### src/rtl/keypad_scanner.sv
// 4x4 active-low matrix keypad scanner with row synchronizer, press/release
// debounce and decode into the digital_lock command interface.
module keypad_scanner #(
  parameter int unsigned SCAN_DIV     = 4,
  parameter int unsigned DEBOUNCE_CNT = 8
) (
  input  logic       clk,
  input  logic       reset,
  input  logic [3:0] row_in,
  output logic [3:0] col_out,
  output logic [3:0] key_in,
  output logic       key_press,
  output logic       enter,
  output logic       clear,
  output logic       change_pwd_mode,
  output logic       key_held
);

  localparam int unsigned DIV_W = (SCAN_DIV > 1) ? $clog2(SCAN_DIV) : 1;
  localparam int unsigned CNT_W = $clog2(DEBOUNCE_CNT + 1);
  localparam logic [DIV_W-1:0] DIV_LAST = DIV_W'(SCAN_DIV - 1);
  localparam logic [CNT_W-1:0] CNT_LAST = CNT_W'(DEBOUNCE_CNT - 1);
  localparam logic [CNT_W-1:0] CNT_MAX  = CNT_W'(DEBOUNCE_CNT);

  typedef enum logic [1:0] {SCAN, PRESS_DB, EMIT, REL_DB} state_e;
  typedef enum logic [2:0] {K_DIGIT, K_ENTER, K_CLEAR, K_MODE, K_NONE} kind_e;

  state_e           state_q, state_d;
  logic [3:0]       sync1_q, rs_q;
  logic [3:0]       col_q, col_d;
  logic [DIV_W-1:0] div_q, div_d;
  logic [CNT_W-1:0] cnt_q, cnt_d;
  logic [3:0]       row_code_q, row_code_d;
  logic [3:0]       key_in_q, key_in_d;
  logic             key_press_q, key_press_d;
  logic             enter_q, enter_d;
  logic             clear_q, clear_d;
  logic             mode_q, mode_d;
  logic             key_held_q, key_held_d;

  logic [1:0]       row_idx, col_idx;
  kind_e            kind;
  logic [3:0]       digit;
  logic [3:0]       col_next;

  assign col_out         = col_q;
  assign key_in          = key_in_q;
  assign key_press       = key_press_q;
  assign enter           = enter_q;
  assign clear           = clear_q;
  assign change_pwd_mode = mode_q;
  assign key_held        = key_held_q;

  assign col_next = {col_q[2:0], col_q[3]};

  // Two-flop synchronizer for the asynchronous row lines.
  always_ff @(posedge clk or negedge reset) begin
    if (!reset) begin
      sync1_q <= 4'hF;
      rs_q    <= 4'hF;
    end else begin
      sync1_q <= row_in;
      rs_q    <= sync1_q;
    end
  end

  // Decode latched row code and frozen column into a key; lowest row wins.
  always_comb begin
    row_idx = 2'd3;
    if (!row_code_q[0])      row_idx = 2'd0;
    else if (!row_code_q[1]) row_idx = 2'd1;
    else if (!row_code_q[2]) row_idx = 2'd2;
    col_idx = 2'd3;
    if (!col_q[0])      col_idx = 2'd0;
    else if (!col_q[1]) col_idx = 2'd1;
    else if (!col_q[2]) col_idx = 2'd2;
    kind  = K_NONE;
    digit = 4'd0;
    case ({row_idx, col_idx})
      4'h0: begin kind = K_DIGIT; digit = 4'd1; end
      4'h1: begin kind = K_DIGIT; digit = 4'd2; end
      4'h2: begin kind = K_DIGIT; digit = 4'd3; end
      4'h3: kind = K_MODE;
      4'h4: begin kind = K_DIGIT; digit = 4'd4; end
      4'h5: begin kind = K_DIGIT; digit = 4'd5; end
      4'h6: begin kind = K_DIGIT; digit = 4'd6; end
      4'h8: begin kind = K_DIGIT; digit = 4'd7; end
      4'h9: begin kind = K_DIGIT; digit = 4'd8; end
      4'hA: begin kind = K_DIGIT; digit = 4'd9; end
      4'hC: kind = K_CLEAR;
      4'hD: begin kind = K_DIGIT; digit = 4'd0; end
      4'hE: kind = K_ENTER;
      default: kind = K_NONE;
    endcase
  end

  // State and datapath registers.
  always_ff @(posedge clk or negedge reset) begin
    if (!reset) begin
      state_q     <= SCAN;
      col_q       <= 4'b1110;
      div_q       <= '0;
      cnt_q       <= '0;
      row_code_q  <= 4'hF;
      key_in_q    <= 4'd0;
      key_press_q <= 1'b0;
      enter_q     <= 1'b0;
      clear_q     <= 1'b0;
      mode_q      <= 1'b0;
      key_held_q  <= 1'b0;
    end else begin
      state_q     <= state_d;
      col_q       <= col_d;
      div_q       <= div_d;
      cnt_q       <= cnt_d;
      row_code_q  <= row_code_d;
      key_in_q    <= key_in_d;
      key_press_q <= key_press_d;
      enter_q     <= enter_d;
      clear_q     <= clear_d;
      mode_q      <= mode_d;
      key_held_q  <= key_held_d;
    end
  end

  // Next-state and output logic; pulses are raised on the edge entering EMIT.
  always_comb begin
    state_d     = state_q;
    col_d       = col_q;
    div_d       = div_q;
    cnt_d       = cnt_q;
    row_code_d  = row_code_q;
    key_in_d    = key_in_q;
    key_held_d  = key_held_q;
    key_press_d = 1'b0;
    enter_d     = 1'b0;
    clear_d     = 1'b0;
    mode_d      = 1'b0;
    case (state_q)
      SCAN: begin
        if (div_q == DIV_LAST) begin
          div_d = '0;
          if (rs_q == 4'hF) begin
            col_d = col_next;
          end else begin
            row_code_d = rs_q;
            cnt_d      = '0;
            state_d    = PRESS_DB;
          end
        end else begin
          div_d = div_q + DIV_W'(1);
        end
      end
      PRESS_DB: begin
        if (rs_q != row_code_q) begin
          cnt_d   = '0;
          div_d   = '0;
          state_d = SCAN;
        end else begin
          if (cnt_q != CNT_MAX) cnt_d = cnt_q + CNT_W'(1);
          if (cnt_q >= CNT_LAST) begin
            state_d    = EMIT;
            key_held_d = 1'b1;
            case (kind)
              K_DIGIT: begin key_press_d = 1'b1; key_in_d = digit; end
              K_ENTER: enter_d = 1'b1;
              K_CLEAR: clear_d = 1'b1;
              K_MODE:  mode_d  = 1'b1;
              default: ;
            endcase
          end
        end
      end
      EMIT: begin
        cnt_d   = '0;
        state_d = REL_DB;
      end
      REL_DB: begin
        if (rs_q != 4'hF) begin
          cnt_d = '0;
        end else begin
          if (cnt_q != CNT_MAX) cnt_d = cnt_q + CNT_W'(1);
          if (cnt_q >= CNT_LAST) begin
            cnt_d      = '0;
            div_d      = '0;
            col_d      = col_next;
            key_held_d = 1'b0;
            state_d    = SCAN;
          end
        end
      end
      default: state_d = SCAN;
    endcase
  end

endmodule
### config.mk
export PLATFORM = sky130hd
export DESIGN_NAME = keypad_scanner
export DESIGN_NICKNAME = d
export VERILOG_FILES = /design/src/rtl/keypad_scanner.sv
export SDC_FILE = /design/constraint.sdc
export NUM_CORES = 1
export LEC_CHECK = 0
export ABC_AREA = 1
export CAP_MARGIN = 20
export CORE_UTILIZATION = 56
export DETAILED_ROUTE_END_ITERATION = 6
export DONT_BUFFER_PORTS = 1
export HOLD_SLACK_MARGIN = 0.02
export PLACE_DENSITY = 0.74
export REMOVE_ABC_BUFFERS = 1
export SKIP_CTS_REPAIR_TIMING = 1
export SYNTH_ARGS = -nofsm -noshare
export SYNTH_HDL_FRONTEND = slang
export SYNTH_SLANG_ARGS = --single-unit
### constraint.sdc
create_clock -name clk -period 1.33 [get_ports clk]
set_input_delay 0.133 -clock clk [delete_from_list [all_inputs] [get_ports clk]]
set_output_delay 0.133 -clock clk [all_outputs]
set_load 0.01 [all_outputs]
# Yosys cells after proc, flatten, opt, wreduce, memory -nomap -nowiden
# Cells that the tools add are included.
[word_totals]
reg_bits = 33
input_bits = 6
output_inout_bits = 13
elab_cells = 115
[classes]
n_addsub = 2
n_lt_le_gt_ge = 1
n_eq_ne = 32
n_mux = 51
bitwise = 2
n_reduce_logical = 14
[ops]
columns = ["op", "n"]
rows = [
  ["$mux 4", 10],
  ["$pmux 4 s9", 1],
  ["$eq 4x4->1 const B", 7],
  ["$mux 2", 12],
  ["$mux 1", 22],
  ["$ne 2x2->1 const B", 8],
  ["$pmux 4 s4", 1],
  ["$reduce_and 5->1", 3],
  ["$eq 4x3->1 const B", 3],
  ["$pmux 3 s4", 1],
  ["$reduce_or 10->1", 1],
  ["$eq 4x2->1 const B", 2],
  ["$ne 4x4->1 const B", 2],
  ["$pmux 2 s4", 1],
  ["$pmux 4 s2", 1],
  ["$reduce_and 4->1", 2],
  ["$eq 2x2->1 const B", 3],
  ["$eq 3x2->1 const B", 2],
  ["$pmux 2 s3", 1],
  ["$add 4x1->4 const B", 1],
  ["$eq 4x1->1 const B", 1],
  ["$ge 4x3->1 const B", 1],
  ["$logic_not 4->1", 1],
  ["$ne 4x4->1", 1],
  ["12 further kinds", 14],
]

# Depth between registers and ports, before layout
[depth]
word_depth = 11
ltp_mapped = 10
depth_no_buf = 10

# Worst setup path before layout
# Ideal clock, no wire load.
[synth_path]
path_kind = "register -> register"
start = "register col_q[1] (netlist: col_out[1])"
end = "register key_in_q[0] (netlist: key_in[0])"
setup_ns = 0.117
arrival_time_ns = 1.348
required_ns = 1.213
slack_ns = -0.135
path_stages_with_launch = 9
synth_period_minus_slack_ns = 1.465
path_cell_list = "dfstp_2 -> buf_2 -> nand3_1 -> o21ai_0 -> nor2_1 -> nand3_2 -> nand3_4 -> nand2_1 -> nand2_1"
[synth_via]
elab_chain_cells = 7
word_cells_on_any_way = 20
cone_classes = "eq/ne (12); mux (4); reduce/logical (4)"
[synth_rtl]
columns = ["item", "line", "rtl"]
rows = [
  ["start: declaration", "30", "logic [3:0] col_q, col_d;"],
  ["start signal: assignment", "113", "col_q <= col_d;"],
  ["$mux 2 *", "75", "else if (!col_q[1]) col_idx = 2'd1;"],
  ["$mux 2 *", "74", "if (!col_q[0]) col_idx = 2'd0;"],
  ["$eq 4x4->1 (tied with other cells)", "79", "case ({row_idx, col_idx})"],
  ["$reduce_or 10->1 (no source line)", "-", ""],
  ["$pmux 3 s4", "79", ""],
  ["$logic_not 3->1", "164", "case (kind)"],
  ["$reduce_and 4->1 (no source line)", "-", ""],
  ["end signal: assignment", "117", "key_in_q <= key_in_d;"],
  ["end: declaration", "34", "logic [3:0] key_in_q, key_in_d;"],
]
# Every way passes the cells marked *; elsewhere a longest branch is shown, timed or not.
# A chain may end at the register's enable or synchronous reset.

# Final worst setup path
[layout_path]
start = "register rs_q[0]"
end = "register state_q[0]"
[layout_via]
elab_chain_cells = 3
word_cells_on_any_way = 9
cone_classes = "eq/ne (6); mux (2); reduce/logical (1)"
[layout_rtl]
columns = ["item", "line", "rtl"]
rows = [
  ["start: declaration", "29", "logic [3:0] sync1_q, rs_q;"],
  ["start signal: assignment", "63", "rs_q <= sync1_q;"],
  ["$ne 4x4->1 (tied with other cells)", "155", "if (rs_q != row_code_q) begin"],
  ["$ne 3x3->1 (no source line) (tied with other cells)", "-", ""],
  ["$reduce_and 5->1 (no source line) / $pmux 2 s4 (equally long branches)", "-", ""],
  ["end signal: assignment", "112", "state_q <= state_d;"],
  ["end: declaration", "28", "state_e state_q, state_d;"],
]
# Several ways; a longest one is shown, not always the timed one.

==> results.ini <==
[cts]
clock_path_buffers=2
cts_tree=done
cts_made_buffers=5
cts_num_sinks=33
worstSkewPairLatency_ns=0.34
cts_htree_levels=2
cts_root_buf=clkbuf_4
path_clk_slew_ns=0.11

[sta]
worstMarginPinSlew_ns=0.307
finClkSkew_ns=0.0150
fmax_ghz=0.623
report.final.slew_viol_count=0
hold_viol=0
max-slew-margin-rel=0.795
worst_slack_ns=-0.274
fin_crit_sh=1.21
setup_violations=21
tns_ns=-3.69
period_minus_slack_ns=1.60
grt_setup_unrepaired=yes

[logic_synthesis]
syn_area_sq_um=1790
synth_top_cells_by_area=dfrtp_1 (25%), dfstp_2 (22%), nand2_1 (13%)
post-synth-top-area-fraction=0.251
ys_seq_elements=33
synthCells=209
synth_warnings=0
ys_seq_area_frac=0.471
avgSynthCellArea_sq_um=8.58
ys_types=29
synth_top_cell_by_area=dfrtp_1

[grt]
grt_pass1_wl_mm=6.04
grt_pass1_vias=1509
antenna_found_initial=0
grt_usage=0.237
overflow=0
grt_max_degree=34

[setup_path]
endpoint_kind=flop
worst_setup_path_start_kind=flop
critPathArrivalTime_ns=1.82
critPathMaxFanout=3
cp.required_ns=1.55
worstSetupPathType=flop to flop

[die]
die_height_um=58.6
boundaryPins=19
num_rows=20
dieWidth_um=58.6
dieArea_sq_um=3430
coreArea_sq_um=3050
initial_core_util=0.588

[power_and_ir_drop]
cellPowerDensity_nw_per_um2=1940
power.leakage_nw=1.19
vdd_drop_max_mv=1.59

[route]
drcViolationCount=0
wirelength_mm=4.04
drt_first_pass_iters=4
drtAntennaViolNets=0
drt_iter0_markers=105
wl_per_cell_um=13.2
vias_per_cell=5.29
vias=1624

[finish]
nets=275
drive_above_1_share=0.437
fin_area_sq_um=2420
fillers=199
antenna_cells=0
utilization=0.792
syn2layout_area_growth_pct=34.7
fin_cells=307

[hold_path]
min_path_type=primary input to asynchronous set/reset pin

[place]
post_dp_cell_area_sq_um=2120
dp.cells=289
post-dp-hpwl_mm=2.79
portBuffers=0
gp_congestion=0.909

[job]
maxCapViolations=0

[status]
status=finished with violations
violations=setup timing

==> routing by layer <==
metal / share of wire / GRT usage / vias up
li1: - / - / 785
met1: 0.39 / 0.259 / 778
met2: 0.53 / 0.427 / 51
met3: 0.052 / 0.0615 / 10
met4: 0.022 / 0.116 / 0
met5: 0 / 0 / -
==> synthesized netlist by cell type, drive strengths merged <==
master,instances
nor4,2
nand3b,1
a21boi,1
dfrtp,18
nand4,10
a21oi,5
ha,7
dfstp,15
inv,26
o21ai,21
buf,3
nand3,12
nor3,1
o211ai,2
a21o,1
xor2,1
nor2,18
nand2,65
==> state kept, by name, indices dropped and copies added, names as in the netlist, 2 cells and up, named ones only <==
register    count
rs_q            4
sync1_q         4
row_code_q      4
key_in          4
div_q           2
col_out         4
cnt_q           4
==> worst max-delay path: stages (launching register included) <==
cell and delay [ns]:
dfstp_2 0.56, buf_6 0.11, inv_4 0.03, nand2_2 0.06, nand2_2 0.07, nor2_4 0.15, nand3_2 0.14, nand2_1 0.09
nand2_1 0.09, o211ai_1 0.10, nand2_1 0.08
==> through the flow <==
stage                     setup WS, ns  hold slack [ns]  total power, mW
after detailed placement        -0.242           -0.162             3.59
after CTS                       -0.261           -0.536             4.39
final                           -0.274            0.232             4.69
after floorplan                -0.0973           -0.163             2.67
after global routing            -0.351            0.239             5.03
after global placement          -0.197           -0.162             3.47
==> cell families after synthesis <==
kind of cell             synth area share
AO/OA/AOI/OAI                      0.0997
XOR/XNOR                          0.00488
adder cells (fa/ha/maj)            0.0488
buffers and inverters              0.0642
flip-flops                          0.471
AND/OR/NAND/NOR                     0.312
==> layout by cell type (no fill, tap or decap), types with 3 or more instances in the layout <==
cell type	count
a21oi_1	4
buf_4	39
buf_6	4
clkbuf_4	5
dfrtp_1	17
dfstp_2	15
dlygate4sd3_1	5
ha_1	4
ha_2	3
inv_1	19
inv_2	5
nand2_1	47
nand2_2	16
nand3_1	7
nand3_2	3
nand4_1	10
nor2_1	11
nor2_4	3
o21ai_0	11
o21ai_1	5
o21ai_2	5
==> layout make-up <==
class	instances	area [sq um]	area share
Multi-Input combinational cell	147	921	0.381
Clock buffer	7	55.1	0.0228
Clock inverter	1	30.0	0.0124
Sequential cell	33	846	0.350
Tap cell	44	55.1	0.0228
Timing Repair Buffer	49	408	0.169
Inverter	26	103	0.0424
==> report_power, final <==
group | total, mW | internal (mW) | leakage, nW | switching, mW
clock network | 0.789 | 0.449 | 0.0455 | 0.340
logic | 2.47 | 1.08 | 0.747 | 1.39
registers | 1.43 | 1.25 | 0.400 | 0.180
==> worst paths after layout <==
check / cells after the start / from / endpoint / slack [ns]
max: 10 / rs_q[0] / state_q[0] / -0.27
min: 2 / reset / col_out[0] / 0.23
max reg2reg: 10 / rs_q[0] / state_q[0] / -0.27
min reg2reg: 0 / sync1_q[0] / rs_q[0] / 0.34
max in group asynchronous: 2 / reset / row_code_q[3] / 0.83
min in group clk: 1 / row_in[3] / sync1_q[3] / 0.34
Power figures use the tool's default switching activity.
